**src/rtl/mul_arb_pkg.sv**
```systemverilog
// ============================================================================
// Module : mul_arb_pkg
// Brief  : Shared types, defaults and width helpers for the multiplier arbiter.
// Rev    : 1.0
// ============================================================================
`default_nettype none

package mul_arb_pkg;

    localparam int DEF_WIDTH   = 4;
    localparam int DEF_NREQ    = 4;
    localparam int DEF_TIMEOUT = 15;

    typedef enum logic [1:0] {
        IDLE  = 2'd0,
        ISSUE = 2'd1,
        WAIT  = 2'd2,
        RESP  = 2'd3
    } state_t;

    function automatic int out_width(input int width);
        return 2 * width;
    endfunction

    function automatic int id_width(input int nreq);
        return (nreq < 2) ? 1 : $clog2(nreq);
    endfunction

endpackage

`default_nettype wire

```
**src/rtl/mul_rr_picker.sv**
```systemverilog
// ============================================================================
// Module : mul_rr_picker
// Brief  : Combinational round-robin picker: first valid request at or after rr_ptr.
// Rev    : 1.0
// ============================================================================
`default_nettype none

module mul_rr_picker
    import mul_arb_pkg::*;
#(
    parameter  int NREQ = DEF_NREQ,
    localparam int IDW  = id_width(NREQ)
) (
    input  logic [NREQ-1:0] req_valid,
    input  logic [IDW-1:0]  rr_ptr,
    output logic            any_valid,
    output logic [IDW-1:0]  grant
);

    localparam logic [IDW:0] C_NREQ = (IDW+1)'(NREQ);

    logic [NREQ-1:0] w_rot;
    logic [IDW-1:0]  w_off;
    logic [IDW:0]    w_gsum;

    // Rotate so that bit 0 of w_rot is the requester rr_ptr points at.
    generate
        for (genvar i = 0; i < NREQ; i++) begin : g_rot
            logic [IDW:0] w_sum;
            logic [IDW:0] w_src;
            assign w_sum    = (IDW+1)'(i) + {1'b0, rr_ptr};
            assign w_src    = (w_sum >= C_NREQ) ? (w_sum - C_NREQ) : w_sum;
            assign w_rot[i] = req_valid[w_src[IDW-1:0]];
        end
    endgenerate

    always_comb begin
        w_off = '0;
        for (int i = NREQ - 1; i >= 0; i--) begin
            if (w_rot[i]) begin
                w_off = IDW'(i);
            end
        end
    end

    assign w_gsum    = {1'b0, w_off} + {1'b0, rr_ptr};
    assign any_valid = |req_valid;
    assign grant     = (w_gsum >= C_NREQ) ? IDW'(w_gsum - C_NREQ) : w_gsum[IDW-1:0];

endmodule

`default_nettype wire

```
**src/rtl/mul_share_arbiter.sv**
```systemverilog
// ============================================================================
// Module : mul_share_arbiter
// Brief  : Round-robin sharing of one variable-latency multiplier engine.
// Rev    : 1.0
// ============================================================================
`default_nettype none

module mul_share_arbiter
    import mul_arb_pkg::*;
#(
    parameter  int WIDTH     = DEF_WIDTH,
    parameter  int NREQ      = DEF_NREQ,
    parameter  int TIMEOUT   = DEF_TIMEOUT,
    localparam int OUT_WIDTH = out_width(WIDTH),
    localparam int IDW       = id_width(NREQ)
) (
    input  logic                  clk,
    input  logic                  rst,
    input  logic [NREQ-1:0]       req_valid,
    output logic [NREQ-1:0]       req_ready,
    input  logic [NREQ*WIDTH-1:0] req_a,
    input  logic [NREQ*WIDTH-1:0] req_b,
    output logic                  resp_valid,
    input  logic                  resp_ready,
    output logic [IDW-1:0]        resp_id,
    output logic [OUT_WIDTH-1:0]  resp_o,
    output logic                  resp_err,
    output logic                  mul_start,
    output logic [WIDTH-1:0]      mul_a,
    output logic [WIDTH-1:0]      mul_b,
    input  logic [OUT_WIDTH-1:0]  mul_o,
    input  logic                  mul_done
);

    localparam int TW = $clog2(TIMEOUT + 1);

    state_t               r_state;
    state_t               w_state_next;
    logic [IDW-1:0]       r_rr_ptr;
    logic [TW-1:0]        r_timer;
    logic [WIDTH-1:0]     r_mul_a;
    logic [WIDTH-1:0]     r_mul_b;
    logic [IDW-1:0]       r_resp_id;
    logic [OUT_WIDTH-1:0] r_resp_o;
    logic                 r_resp_err;

    logic                 w_any_valid;
    logic [IDW-1:0]       w_grant;
    logic [NREQ-1:0]      w_req_ready;
    logic [WIDTH-1:0]     w_a;
    logic [WIDTH-1:0]     w_b;
    logic                 w_zero;
    logic                 w_timeout;
    logic [IDW-1:0]       w_rr_next;

    logic [WIDTH-1:0]     w_a_arr [NREQ];
    logic [WIDTH-1:0]     w_b_arr [NREQ];

    generate
        for (genvar i = 0; i < NREQ; i++) begin : g_unpack
            assign w_a_arr[i] = req_a[i*WIDTH +: WIDTH];
            assign w_b_arr[i] = req_b[i*WIDTH +: WIDTH];
        end
    endgenerate

    mul_rr_picker #(
        .NREQ      (NREQ)
    ) u_picker (
        .req_valid (req_valid),
        .rr_ptr    (r_rr_ptr),
        .any_valid (w_any_valid),
        .grant     (w_grant)
    );

    assign w_a       = w_a_arr[w_grant];
    assign w_b       = w_b_arr[w_grant];
    assign w_zero    = (w_a == '0) || (w_b == '0);
    assign w_timeout = (r_timer == TW'(TIMEOUT - 1));
    assign w_rr_next = (r_resp_id == IDW'(NREQ - 1)) ? '0 : r_resp_id + 1'b1;

    always_comb begin
        w_state_next = r_state;
        w_req_ready  = '0;
        case (r_state)
            IDLE: begin
                if (w_any_valid) begin
                    w_req_ready[w_grant] = 1'b1;
                    w_state_next         = w_zero ? RESP : ISSUE;
                end
            end
            ISSUE: w_state_next = WAIT;
            WAIT: begin
                // A done on the final timer cycle still wins over the timeout.
                if (mul_done || w_timeout) begin
                    w_state_next = RESP;
                end
            end
            RESP: begin
                if (resp_ready) begin
                    w_state_next = IDLE;
                end
            end
            default: w_state_next = IDLE;
        endcase
    end

    always_ff @(posedge clk or posedge rst) begin
        if (rst) begin
            r_state    <= IDLE;
            r_rr_ptr   <= '0;
            r_timer    <= '0;
            r_mul_a    <= '0;
            r_mul_b    <= '0;
            r_resp_id  <= '0;
            r_resp_o   <= '0;
            r_resp_err <= 1'b0;
        end else begin
            r_state <= w_state_next;
            case (r_state)
                IDLE: begin
                    if (w_any_valid) begin
                        r_mul_a   <= w_a;
                        r_mul_b   <= w_b;
                        r_resp_id <= w_grant;
                        if (w_zero) begin
                            r_resp_o   <= '0;
                            r_resp_err <= 1'b0;
                        end
                    end
                end
                ISSUE: r_timer <= '0;
                WAIT: begin
                    if (mul_done) begin
                        r_resp_o   <= mul_o;
                        r_resp_err <= 1'b0;
                    end else if (w_timeout) begin
                        r_resp_o   <= '0;
                        r_resp_err <= 1'b1;
                    end else begin
                        r_timer <= r_timer + 1'b1;
                    end
                end
                RESP: begin
                    if (resp_ready) begin
                        r_rr_ptr <= w_rr_next;
                    end
                end
                default: ;
            endcase
        end
    end

    assign req_ready  = w_req_ready;
    assign resp_valid = (r_state == RESP);
    assign mul_start  = (r_state == ISSUE);
    assign resp_id    = r_resp_id;
    assign resp_o     = r_resp_o;
    assign resp_err   = r_resp_err;
    assign mul_a      = r_mul_a;
    assign mul_b      = r_mul_b;

endmodule

`default_nettype wire
```
**config.mk**
```make
export PLATFORM = sky130hd
export DESIGN_NAME = mul_share_arbiter
export DESIGN_NICKNAME = d
export VERILOG_FILES = /design/src/rtl/mul_arb_pkg.sv /design/src/rtl/mul_rr_picker.sv /design/src/rtl/mul_share_arbiter.sv
export SDC_FILE = /design/constraint.sdc
export NUM_CORES = 1
export LEC_CHECK = 0
export ABC_AREA = 1
export CORE_MARGIN = 4
export CORE_UTILIZATION = 40
export DETAILED_ROUTE_END_ITERATION = 8
export PLACE_DENSITY_LB_ADDON = 0.08
export SETUP_SLACK_MARGIN = 0.02
export SYNTH_ARGS = -nofsm -noshare
export SYNTH_HDL_FRONTEND = slang
export SYNTH_HIERARCHICAL = 1
export SYNTH_SLANG_ARGS = --single-unit
```
**constraint.sdc**
```tcl
create_clock -name clk -period 2.29 [get_ports clk]
set_input_delay 0.458 -clock clk [delete_from_list [all_inputs] [get_ports clk]]
set_output_delay 0.458 -clock clk [all_outputs]
set_load 0.01 [all_outputs]
```
* After elaboration in Yosys (flattened, before gate mapping)
Cells that the tools add are included.
** Cells by class
- Add/subtract/negate cells :: 11
- Order comparisons :: 12
- Equality and inequality tests :: 12
- Muxes and demuxes :: 46
- Bitwise operators :: 1
- Reductions and logical operators :: 14
** Operators with widths (number)
- $mux 4 :: 8
- $mux 8 :: 4
- $mux 2 :: 14
- $bmux 4 s2 :: 2
- $pmux 8 s2 :: 1
- $ge 3x3->1 const B :: 5
- $lt 2x3->1 const B :: 5
- $sub 2x1->2 const B :: 5
- $mux 1 :: 9
- $bmux 1 s2 :: 4
- $logic_not 4->1 :: 2
- $ne 2x2->1 const B :: 4
- $pmux 2 s4 :: 1
- $pmux 4 s2 :: 1
- $add 2x2->3 const A :: 2
- $eq 2x2->1 const B :: 3
- $reduce_and 3->1 :: 2
- $add 4x1->4 const B :: 1
- $eq 4x4->1 const B :: 1
- $ne 2x1->1 const B :: 2
- $reduce_and 2->1 :: 2
- $reduce_and 4->1 :: 1
- $reduce_bool 2->1 :: 2
- $reduce_or 4->1 :: 1
- other kinds (13) :: 14
** Storage, ports and cells
- Flip-flop bits (word level) :: 27
- Input bits :: 48
- Output and inout bits :: 25
- Logic and storage cells :: 104

* Logic depth before layout (Yosys ltp)
Gate-level depths: netlist of run 1.
- Depth after elaboration :: 21
- Depth in mapped cells :: 22
- Mapped depth without buffers :: 21

* Cells and area by module
Netlist of run 1, hierarchy kept.
** By module, submodules not included
- mul_share_arbiter :: instances 1, cells each 231, area each 1699.1 um^2, seq. area each 675.6 um^2
- mul_rr_picker :: instances 1, cells each 56, area each 267.8 um^2, seq. area each 0.0 um^2

* Least setup slack after synthesis of run 1
Ideal clock, no wire load.
- Kind :: register to register
- Start point :: register r_rr_ptr[0]
- End point :: register r_resp_err, in the netlist resp_err
- Library setup time :: 0.117 ns
- Arrival :: 2.363 ns
- Data required time :: 2.173 ns
- Setup slack :: -0.189 ns
- Stages on the path, launching flop included :: 23
- Path buffers :: 2
- Period minus slack after synthesis :: 2.479 ns
- Cells stage by stage :: dfrtp_1 -> buf_6 -> inv_8 -> nand2_1 -> nand2_2 -> nand2_2 -> nand2_2 -> inv_1 -> a21oi_1 -> ha_1 -> xor2_1 -> inv_1 -> nand3_1 -> nand2_1 -> buf_2 -> nand2_1 -> nand2_1 -> nor2_1 -> nand2_2 -> nand3_4 -> nand2_8 -> nand2_2 -> nand2_1
** On the way
- Longest elaborated chain between the ends :: 20
- Elaborated cells between the ends (all ways) :: 43
- Those cells by class :: add/sub (9); order compare (5); eq/ne (1); mux (23); bitwise (1); reduce/logical (4)
** Ends and longest elaborated chain
- start: declaration :: RTL line mul_share_arbiter.sv:39 : logic [IDW-1:0] r_rr_ptr;
- start signal: assignment :: RTL line mul_share_arbiter.sv:145 : r_rr_ptr <= w_rr_next;
- $add 2x2->3 :: RTL line mul_rr_picker.sv:31 : assign w_sum = (IDW+1)'(i) + {1'b0, rr_ptr};
- $ge 3x3->1 / $sub 2x1->2 (equally long branches) :: RTL line mul_rr_picker.sv:32 : assign w_src = (w_sum >= C_NREQ) ? (w_sum - C_NREQ) : w_sum;
- $mux 2 :: RTL line mul_rr_picker.sv:32
- $bmux 1 s2 :: RTL line mul_rr_picker.sv:33 : assign w_rot[i] = req_valid[w_src[IDW-1:0]];
- $mux 1 (implied by the code) :: RTL line mul_rr_picker.sv:33
- $mux 2 (4 in series) :: RTL line mul_rr_picker.sv:40 : if (w_rot[i]) begin
- $add 2x2->3 * :: RTL line mul_rr_picker.sv:46 : assign w_gsum = {1'b0, w_off} + {1'b0, rr_ptr};
- $ge 3x3->1 / $sub 2x1->2 (equally long branches) :: RTL line mul_rr_picker.sv:48 : assign grant = (w_gsum >= C_NREQ) ? IDW'(w_gsum - C_NREQ) : w_gsum[IDW-1:0];
- $mux 2 * :: RTL line mul_rr_picker.sv:48
- named net w_grant[1] :: RTL line mul_share_arbiter.sv:48 : logic [IDW-1:0] w_grant;
- $not 2->3 (implied by the code) * :: RTL line mul_share_arbiter.sv:75, mul_share_arbiter.sv:76
- $bmux 4 s2, on equally long branches :: RTL line mul_share_arbiter.sv:75, mul_share_arbiter.sv:76
- $mux 4, on equally long branches (2 in series) :: RTL line mul_share_arbiter.sv:75, mul_share_arbiter.sv:76
- $logic_not 4->1 :: RTL line mul_share_arbiter.sv:77 : assign w_zero = (w_a == '0) || (w_b == '0);
- $logic_or 1x1->1 * :: RTL line mul_share_arbiter.sv:77
- $ne 2x2->1 (no source line) *
- $reduce_and 4->1 (no source line) *
- end signal: assignment :: RTL line mul_share_arbiter.sv:116 : r_resp_err <= 1'b0;
- end signal: assignment :: RTL line mul_share_arbiter.sv:127 : r_resp_err <= 1'b0;
- end signal: assignment :: RTL line mul_share_arbiter.sv:135 : r_resp_err <= 1'b0;
- end: declaration :: RTL line mul_share_arbiter.sv:45 : logic r_resp_err;
The timed path passes the listed nets; every way through them passes the cells marked *. The select of a mux whose other input is x is not followed.
A chain may end at the register's enable or synchronous reset.

* Worst setup path in the final report of run 1
- Start point :: register r_rr_ptr[0]
- End point :: register r_resp_o[5], in the netlist resp_o[5]
** On the way
- Longest elaborated chain between the ends :: 20
- Elaborated cells between the ends (all ways) :: 43
- Those cells by class :: add/sub (9); order compare (5); eq/ne (1); mux (23); bitwise (1); reduce/logical (4)
** Ends and longest elaborated chain
- $add 2x2->3 :: RTL line mul_rr_picker.sv:31
- $ge 3x3->1 / $sub 2x1->2 (equally long branches) :: RTL line mul_rr_picker.sv:32
- $mux 2 :: RTL line mul_rr_picker.sv:32
- $bmux 1 s2 :: RTL line mul_rr_picker.sv:33
- $mux 1 (implied by the code) :: RTL line mul_rr_picker.sv:33
- $mux 2 (4 in series) :: RTL line mul_rr_picker.sv:40
- $add 2x2->3 * :: RTL line mul_rr_picker.sv:46
- $ge 3x3->1 / $sub 2x1->2 (equally long branches) :: RTL line mul_rr_picker.sv:48
- $mux 2 * :: RTL line mul_rr_picker.sv:48
- named net w_grant[1] :: RTL line mul_share_arbiter.sv:48
- $not 2->3 (implied by the code) * :: RTL line mul_share_arbiter.sv:75, mul_share_arbiter.sv:76
- $bmux 4 s2, on equally long branches :: RTL line mul_share_arbiter.sv:75, mul_share_arbiter.sv:76
- $mux 4, on equally long branches (2 in series) :: RTL line mul_share_arbiter.sv:75, mul_share_arbiter.sv:76
- $logic_not 4->1 :: RTL line mul_share_arbiter.sv:77
- $logic_or 1x1->1 * :: RTL line mul_share_arbiter.sv:77
- $ne 2x2->1 (no source line) *
- $reduce_and 4->1 (no source line) *
- end signal: assignment :: RTL line mul_share_arbiter.sv:134 : r_resp_o <= mul_o;
- end: declaration :: RTL line mul_share_arbiter.sv:44 : logic [OUT_WIDTH-1:0] r_resp_o;
Marked as above.

==> key figures, run 1 <==
Setup path
  • WP data required: 2500 ps
  • R2R Path End: resp_o[5]
  • R2R cell count: 22
  • Critical-path top delay cell: dfrtp_2
  • Delay-heaviest family, CP: simple AND/OR/NAND/NOR gates
  • Buf+Inv Stages, Crit Path: 5
  • Class of the most critical setup path: reg2reg
  • Worst setup SP type: flop
  • Worst R2R Setup Slack: -480 ps
  • RR Startpoint: r_rr_ptr[0]
  • Critical-path maximum fanout: 8
  • WP data arrival: 2980 ps
  • CP Capture Type: flop
  • Crit path largest cell delay: 440 ps
  • Worst-path cell chain: buf_12, clkinv_8, nand2_4, nand2_2, nand2_1, nand2_2, nand3_2, a21oi_2, ha_2, xor2_2, inv_2, nand3_4, nand2_8, buf_8, nand3_4, nand3_2, nor2_2, nand2_2, nand3_4, buf_12, nand3_1, nand2_1

Power
  • P_leak: 1.697 nW
  • Clock share of power: 4.2%
  • Power per cell area: 1915 nW/um^2
  • Peak VDD IR: 0.001076 V
  • Seq pwr share: 13.3%
  • Switch share: 47.65%
  • Logic gate share of total power: 82.5%
  • Sw Pwr: 3.096 mW
  • Int Power: 3.401 mW

STA
  • Fin Clk Skew: 6.881 ps
  • Slew headroom: 65.98%
  • Final Worst Setup Slack: -475.8 ps
  • Final setup viols: 16
  • Hold WS: 482.4 ps
  • Final Hold Vio Count: 0
  • RSZ-0062 raised after global routing: true
  • Fin crit share: 120.8%
  • Fin. max-slew vios: 0
  • Fmax: 361.6 MHz
  • Slew @ Worst Pin: 509.1 ps
  • Min Tclk post-route: 2766 ps

Yosys
  • Adder-Cell Fraction of Synth Area: 5.725%
  • Yosys cell types: 29
  • Synthesized area: 1967 um^2
  • Synth Area in Compound Gates: 6.743%
  • Register area share after synthesis: 34.35%
  • Syn avg cell area: 6.853 um^2
  • Syn Inst Count: 287
  • Synth area leader: dfrtp_1
  • Synth Area in XOR/XNOR: 1.336%
  • Synth top area cells: dfrtp_1 34%, nand2_1 24%, ha_1 5.7%, nand2_2 5.1%, nand3_1 4.8%
  • Yosys reg bits: 27
  • Post-synthesis mux area share: 0.5725%
  • Mapped Nets: 344
  • Simple-Gate Fraction of Synth Area: 42.88%
  • Post-synth top area share: 34.35%
  • Ys Warns: 6
  • Largest family of logic cells by synthesized area: simple AND/OR/NAND/NOR gates

Final layout
  • Post-route core utilization: 71.34%
  • Post-Layout Cell Count: 470
  • Layout Nets: 461
  • Number of antenna diodes: 0
  • Area growth, synth to finish: 72.46%
  • Fin area: 3392 um^2
  • Fill count: 410
  • Ratio of cells with drive above 1 in the final layout: 33.25%

Global route
  • Met1 usage: 21.79%
  • Initial antenna violation count: 0
  • Remaining Overflow, GRT: 0
  • Largest net degree at the start of global routing: 28
  • Vias in the first global route: 2099
  • Gr busiest metal: met2
  • GR Util met3: 4.358%
  • First-pass GRT wire length: 9039 um
  • Overall routing resource usage: 17.93%
  • M2 GR Usage: 32.36%

Drt
  • 1st-iter DRT viols: 90
  • Avg WL per Cell: 12.09 um
  • DR vias: 2194
  • ANT nets after route: 0
  • Post-route DRC: 0
  • Number of vias per cell: 4.668
  • Final wirelength: 5681 um
  • TritonRoute pass-1 iters: 4

Clock network
  • Worst-skew pair later-pin latency: 270 ps
  • # hold bufs at CTS: 0
  • CTS tree: done
  • Reg clk slew, reported paths: 90 ps
  • CTS Buf Count: 3
  • TritonCTS Sinks: 27
  • Clock Path Buffers: 2
  • CTS HTree Levels: 1
  • Root Driver: clkbuf_8

Die
  • Die Footprint: 6103 um^2
  • Die width: 78.12 um
  • Initial Utilization: 41.37%
  • Ports: 73
  • Die H: 78.12 um
  • Core box area: 4755 um^2
  • Site Rows: 25

Placement
  • Placed cell count: 454
  • HPWL Detailed: 4016 um
  • Routability congestion estimate: 0.8011
  • Post-DP Area: 3049 um^2
  • PortBufs: 72

Min path
  • Worst hold path depth: 2
  • HP Class: reg2reg
  • Worst Hold End: resp_o[4]
  • Min-delay src: resp_o[4]

Status
  • Status: complete, but fails checks
  • Failing checks: setup timing

Flow run
  • Max_cap viols: 0
==> layout by cell type (no fill, tap or decap), types with 2 or more instances in the layout <==
cell	netlist	layout
a31oi_1	7	6
buf_12	0	3
buf_2	2	4
buf_4	1	36
buf_6	3	4
clkbuf_8	0	3
clkdlybuf4s50_1	0	64
dfrtp_1	27	25
dfrtp_2	0	2
dlygate4sd2_1	0	4
ha_1	9	8
inv_1	23	16
inv_2	2	8
nand2_1	128	101
nand2_2	16	37
nand2_4	0	6
nand2_8	1	2
nand3_1	19	11
nand3_2	0	6
nand3_4	1	3
nor2_1	21	18
nor2_2	3	6
nor3_2	0	2
o21ai_0	5	4
o31ai_1	3	3
==> sequential cells by signal (all words and copies together), names as in the netlist <==
signal    count
resp_o        8
mul_a         4
mul_b         4
r_timer       4
r_rr_ptr      2
r_state       2
resp_id       2
resp_err      1
==> cell usage after synthesis, drive strengths merged <==
master  count
xnor2       1
buf         6
dfrtp      27
nor2       25
a21oi       3
inv        27
a31oi       7
nand3      20
o31ai       3
o211ai      1
nand4       1
o21bai      1
nand2     145
o21ai       5
ha          9
xor2        2
mux2        1
nor3        3
==> metal layers <==
metal,routed length (um),vias up
met5,0,-
met4,37,0
met3,307,6
met2,3027,54
met1,2308,1005
li1,-,1129
==> cells by family (layout without fill, tap and decap cells) <==
group	count (synthesis)	count (layout)
compound gates	20	20
xor+xnor	3	3
fa+ha+maj	9	9
buf+inv	33	148
flops	27	27
mux	1	1
simple gates	194	195
==> worst max-delay path by stage <==
stage	startpoint	end	slack (ps)	cells past startpoint
after global placement	req_valid[3]	req_ready[1]	-910	15
after global routing	r_rr_ptr[0]	resp_o[4]	-650	22
after CTS	r_rr_ptr[0]	resp_o[4]	-420	21
final	r_rr_ptr[0]	resp_o[5]	-480	22
after floorplan	r_rr_ptr[0]	resp_err	-140	22
after detailed placement	req_valid[3]	req_ready[3]	-1000	15
==> area by class of cell <==
cell class / instances / area, um^2 / area share, %
tap: 67 / 83.83 / 2.471
inverter: 27 / 126.4 / 3.726
timing repair buffer: 117 / 1114 / 32.83
multi-input combinational: 228 / 1345 / 39.65
sequential: 27 / 678.2 / 19.99
clock buffer: 4 / 45.04 / 1.328
==> tightest hold or removal path: cells and delay by family, from the launching register on <==
family,cells,cell delay [ps]
AND/OR/NAND/NOR,2,90
flip-flops,1,360
==> stage by stage <==
stage / power, mW / setup WS (ps) / TNS [ps]
final: 6.497 / -475.8 / -6716
after global routing: 7.090 / -650.4 / -10010
after CTS: 6.029 / -416.1 / -5774
after global placement: 5.063 / -914.4 / -15530
after floorplan: 3.452 / -139.0 / -1538
after detailed placement: 5.106 / -1004 / -17350
==> power by group through the flow <==
stage               Sequential, mW  Combinational [mW]  Clock [mW]
floorplan                    0.908                2.54           0
finish                       0.861                5.36       0.273
global placement             0.882                4.18           0
CTS                          0.850                4.90       0.281
global route                 0.888                5.90       0.306
detailed placement           0.881                4.22           0
==> repair_timing <==
item	CTS	global route
endpoints found under the setup margin	22	22
gates resized for setup	42	38
pin swaps	30	28
setup buffers	9	4
cloned	2	0
Power figures use the tool's default switching activity.
==> run 2: changes to the inputs <==
--- a/config.mk
+++ b/config.mk
@@ -11,3 +11,5 @@
 export DETAILED_ROUTE_END_ITERATION = 8
+export GPL_ROUTABILITY_DRIVEN = 0
 export PLACE_DENSITY_LB_ADDON = 0.08
+export REMOVE_ABC_BUFFERS = 1
 export SETUP_SLACK_MARGIN = 0.02
==> constraint.sdc (replaced) <==
create_clock -name clk -period 2.29 [get_ports clk]
set_input_delay 0.687 -clock clk [delete_from_list [all_inputs] [get_ports clk]]
set_output_delay 0.687 -clock clk [all_outputs]
set_load 0.01 [all_outputs]
==> run 2 against run 1 <==
Against the previous run: the run still ends with setup timing left; non-clock buffer count rose by 2; combinational power fell by 9.1%; fmax fell by 7.6%; first-iteration DRC count fell by 24%; highest routed layer unchanged.
==> key figures, run 2 (same netlist as run 1, synthesis figures left out) <==
Status
  • Status: complete, but fails checks
  • Failing checks: setup timing

Power
  • P_leak: 1.677 nW
  • Power per cell area: 1802 nW/um^2
  • Clock share of power: 4.5%
  • Int Power: 3.092 mW
  • Peak VDD IR: 0.0008714 V
  • Logic gate share of total power: 81.4%
  • Seq pwr share: 14.1%
  • Sw Pwr: 2.891 mW
  • Switch share: 48.32%

STA
  • Fin Clk Skew: 9.149 ps
  • RSZ-0062 raised after global routing: true
  • Final setup viols: 22
  • Slew @ Worst Pin: 467.9 ps
  • Final Worst Setup Slack: -704.3 ps
  • Hold WS: 486.5 ps
  • Slew headroom: 68.67%
  • Min Tclk post-route: 2994 ps
  • Fin. max-slew vios: 0
  • Final Hold Vio Count: 0
  • Fmax: 334.0 MHz
  • Fin crit share: 130.8%

Global route
  • Largest net degree at the start of global routing: 28
  • First-pass GRT wire length: 8300 um
  • Remaining Overflow, GRT: 0
  • Overall routing resource usage: 16.52%
  • Vias in the first global route: 1986
  • Initial antenna violation count: 0

Setup path
  • Class of the most critical setup path: reg2out
  • R2R Path End: resp_o[2]
  • RR Startpoint: r_rr_ptr[0]
  • WP data arrival: 2310 ps
  • R2R cell count: 23
  • Worst R2R Setup Slack: -580 ps
  • Crit path largest cell delay: 450 ps
  • CP Capture Type: output port
  • Worst setup SP type: flop
  • Worst Setup EP: req_ready[0]
  • Worst setup startpoint: r_rr_ptr[0]
  • WP data required: 1600 ps
  • Worst-path cell chain: buf_12, clkinv_8, nand2_2, nand2_1, nand2_1, nand2_2, nand3_2, a21oi_2, ha_2, xor2_2, inv_1, nand3_2, nand2_4, nor3_4, buf_2
  • Critical-path top delay cell: dfrtp_2
  • Critical-path maximum fanout: 8

Die
  • Die H: 78.12 um
  • Core box area: 4755 um^2
  • Site Rows: 25
  • Initial Utilization: 41.37%
  • Die Footprint: 6103 um^2
  • Ports: 73
  • Die width: 78.12 um

Clock network
  • Reg clk slew, reported paths: 100 ps
  • CTS tree: done
  • Root Driver: clkbuf_8
  • TritonCTS Sinks: 27
  • # hold bufs at CTS: 0
  • Worst-skew pair later-pin latency: 270 ps
  • CTS HTree Levels: 1
  • CTS Buf Count: 3
  • Clock Path Buffers: 2

Final layout
  • Max reg flops: 8
  • Post-route core utilization: 69.82%
  • Commonest non-fill, non-tap cell in the layout: nand2_1
  • Most frequent cells in the layout: 101 x nand2_1, 64 x clkdlybuf4s50_1, 41 x buf_4
  • Fin area: 3319 um^2
  • Area growth, synth to finish: 68.77%
  • Fill count: 420
  • Multi-input logic area: 1290 um^2
  • Number of antenna diodes: 0
  • Ratio of cells with drive above 1 in the final layout: 33.17%
  • Register area: 676.9 um^2
  • Layout Nets: 462
  • Post-Layout Cell Count: 471

Placement
  • PortBufs: 72
  • HPWL Detailed: 3917 um
  • Placed cell count: 458
  • Post-DP Area: 3030 um^2
  • Dpl ws: -1434 ps

Drt
  • ANT nets after route: 0
  • TritonRoute pass-1 iters: 4
  • Number of vias per cell: 4.631
  • 1st-iter DRT viols: 68
  • Avg WL per Cell: 11.41 um
  • Post-route DRC: 0
  • DR vias: 2181
  • Final wirelength: 5372 um

Min path
  • HP Class: reg2reg
  • Worst hold path depth: 2

Flow run
  • Max_cap viols: 0
## run 2: changes by cell type in the layout (fill, tap and decap cells not counted), sizes merged
cell / change
clkinvlp: +1
clkinv: +1
dlygate4sd2: -4
buf: +5
inv: -1
nand2: -1
## run 2: area by class of cell
class / count / share of cell area (%)
clock buffers: 3 / 1.244
clock inverters: 1 / 0.1508
inverters: 27 / 3.694
multi-input cells: 227 / 38.86
flip-flops and latches: 27 / 20.39
well taps: 67 / 2.525
repair buffers: 119 / 33.13
## run 2: how the worst min path moves through the flow
stage / startpoint / to / slack (ps)
6_report: resp_o[1] / resp_o[1] / 490
5_1_grt: resp_o[1] / resp_o[1] / 510
4_1_cts: mul_b[1] / mul_b[1] / 490
3_5_place_dp: mul_b[1] / mul_b[1] / 470
3_3_place_gp: mul_b[1] / mul_b[1] / 460
2_1_floorplan: r_timer[3] / r_timer[3] / 490
## run 2: what timing repair did
item | CTS | global route
cloned | 0 | 1
pin swaps | 13 | 26
setup buffers | 4 | 4
gates resized for setup | 55 | 34
hold endpoints to repair | 0 | 0
endpoints found under the setup margin | 23 | 23
## run 2: power by group through the flow
stage	clock (mW)	combinational, mW	sequential [mW]
2_1_floorplan	0	2.16	0.930
3_3_place_gp	0	3.97	0.839
3_5_place_dp	0	4.02	0.839
4_1_cts	0.279	4.32	0.833
5_1_grt	0.302	5.32	0.871
6_report	0.269	4.87	0.844
## run 2: layer usage
layer  part of all wire (%)  global-route usage (%)
met1                     45                   20.32
met2                     50                   29.54
met3                    3.6                   2.752
met4                   0.99                   4.895
met5                      0                       0
## run 2: critical path: cells and delay by family, from the launching register on
family	cells	cell delay, ps
buffers and inverters	4	460
adder cells (fa/ha/maj)	1	200
AND/OR/NAND/NOR	8	630
AO/OA/AOI/OAI	1	120
XOR/XNOR	1	180
flip-flops	1	450
## run 2: per-stage QoR
stage          total power [mW]  setup TNS, ps
6_report                  5.983          -9622
5_1_grt                   6.494         -13780
4_1_cts                   5.429         -10000
3_5_place_dp              4.855         -25040
3_3_place_gp              4.813         -23450
2_1_floorplan             3.092          -7238
==> run 3: changes to the inputs <==
REMOVE_ABC_BUFFERS = not set   (was 1)
==> run 3 against run 2 <==
Against the previous run: the flow still finishes with violations (setup timing); critical endpoint unchanged; largest cell class unchanged; critical path type is now in2out; sequential share of layout area up 0.14 points; clock-buffer cell count unchanged; clock skew decreased by 3.3 ps; combinational power fell by 3%.
==> key figures, run 3 (same netlist as run 1, synthesis figures left out) <==
Die
  • Site Rows: 25
  • Die H: 78.12 um
  • Ports: 73
  • Core box area: 4755 um^2
  • Initial Utilization: 41.37%
  • Die Footprint: 6103 um^2
  • Die width: 78.12 um

Final layout
  • Commonest non-fill, non-tap cell in the layout: nand2_1
  • Ratio of cells with drive above 1 in the final layout: 29.50%
  • Fill count: 426
  • Max reg flops: 8
  • Area growth, synth to finish: 67.62%
  • Number of antenna diodes: 0
  • Layout Nets: 458
  • Most frequent cells in the layout: 111 x nand2_1, 63 x clkdlybuf4s50_1, 37 x buf_4

Setup path
  • Worst setup SP type: primary input
  • R2R Path End: resp_o[0]
  • WP data required: 1600 ps
  • RR Startpoint: r_rr_ptr[0]
  • Class of the most critical setup path: in2out
  • WP data arrival: 2360 ps
  • Worst setup startpoint: req_valid[1]
  • CP Capture Type: output port
  • Worst Setup EP: req_ready[0]
  • R2R cell count: 24
  • Critical-path maximum fanout: 3
  • Worst R2R Setup Slack: -710 ps

Power
  • Peak VDD IR: 0.001414 V
  • Power, Total: 5.810 mW
  • Power per cell area: 1762 nW/um^2
  • P_leak: 1.674 nW

STA
  • Min Tclk post-route: 3049 ps
  • Final Hold Vio Count: 0
  • Final Worst Setup Slack: -759.2 ps
  • Fin. max-slew vios: 0
  • Final setup viols: 22
  • Fin Clk Skew: 5.852 ps
  • Fmax: 328.0 MHz
  • RSZ-0062 raised after global routing: true
  • Slew @ Worst Pin: 447.4 ps
  • Fin crit share: 133.2%
  • Slew headroom: 70.04%

Drt
  • 1st-iter DRT viols: 47
  • DR vias: 2148
  • Number of vias per cell: 4.600
  • TritonRoute pass-1 iters: 4
  • ANT nets after route: 0
  • Post-route DRC: 0
  • Avg WL per Cell: 10.58 um
  • Final wirelength: 4939 um

Placement
  • PortBufs: 72
  • HPWL Detailed: 3963 um
  • Dpl ws: -1610 ps

Global route
  • Remaining Overflow, GRT: 0
  • Initial antenna violation count: 0
  • Largest net degree at the start of global routing: 28
  • First-pass GRT wire length: 8700 um
  • Overall routing resource usage: 16.98%
  • Vias in the first global route: 2110

Status
  • Failing checks: setup timing
  • Status: complete, but fails checks

Clock network
  • CTS Buf Count: 3
  • Clock Path Buffers: 2
  • Root Driver: clkbuf_8
  • # hold bufs at CTS: 0
  • TritonCTS Sinks: 27
  • CTS HTree Levels: 1
  • CTS tree: done
  • Worst-skew pair later-pin latency: 270 ps
  • Reg clk slew, reported paths: 100 ps

Flow run
  • Max_cap viols: 0

Min path
  • HP Class: reg2reg
-- run 3: cell count changes in the layout (fill, tap and decap cells not counted), moves of 2 or more --
cell     delta
buf_2       -2
nand3_1     +2
inv_6       +2
nand2_1    +10
nor2_4      +2
nand3_2     -2
buf_12      -2
buf_6       +5
nand2_2    -12
buf_4       -4
nand2_4     +2
inv_2       -5
-- run 3: stage by stage --
stage | hold WS, ps | instances | TNS, ps | instance area, um^2 | util, %
floorplan | 492.3 | 287 | -4279 | 2081 | -
global placement | 464.5 | 455 | -27360 | 3112 | 65.45
detailed placement | 469.7 | 455 | -29230 | 3112 | 65.45
CTS | 496.0 | 463 | -11070 | 3189 | 67.08
global route | 520.6 | 467 | -15790 | 3297 | 69.34
finish | 488.5 | 467 | -11630 | 3297 | 69.34
-- run 3: where the power goes --
group | switching, mW | total, mW | internal (mW)
Clock | 0.150 | 0.274 | 0.123
Combinational | 2.49 | 4.71 | 2.22
Sequential | 0.134 | 0.823 | 0.689
-- run 3: worst min path at each step --
stage | from | end | slack [ps] | cells past startpoint
after global routing | resp_o[6] | resp_o[6] | 520 | 2
after floorplan | r_timer[3] | r_timer[3] | 490 | 2
final | resp_err | resp_err | 490 | 2
after detailed placement | resp_err | resp_err | 470 | 2
after global placement | resp_o[1] | resp_o[1] | 460 | 2
after CTS | resp_err | resp_err | 500 | 2
-- run 3: layout make-up --
class                   instances  area, um^2  area share, %
clock buffers                   3       41.29          1.252
clock inverters                 1       7.507         0.2277
inverters                      27       156.4          4.744
multi-input cells             227        1277          38.75
flip-flops and latches         27       676.9          20.53
well taps                      67       83.83          2.543
repair buffers                115        1054          31.95
-- run 3: worst max-delay path: stages --
cell and delay [ps]:
buf_2 130, inv_6 60, nand2_2 50, nand2_2 80, nand2_2 60, nand2_2 70, nand3_2 60, a21oi_2 140
ha_2 210, xor2_2 170, inv_1 70, nand3_2 70, nand2_4 60, buf_6 130, nor3_4 170, buf_2 150
-- run 3: per-layer routing --
layer / GRT usage, % / vias to the layer above / wire length (um)
li1: - / 1121 / -
met1: 20.01 / 951 / 2116
met2: 30.91 / 68 / 2385
met3: 4.014 / 8 / 368
met4: 4.196 / 0 / 68
met5: 0 / - / 0
-- run 3: repair_timing --
action,in CTS,in global routing
endpoints found under the setup margin,24,23
pin swaps,14,13
setup buffers,5,5
resized for setup,48,20
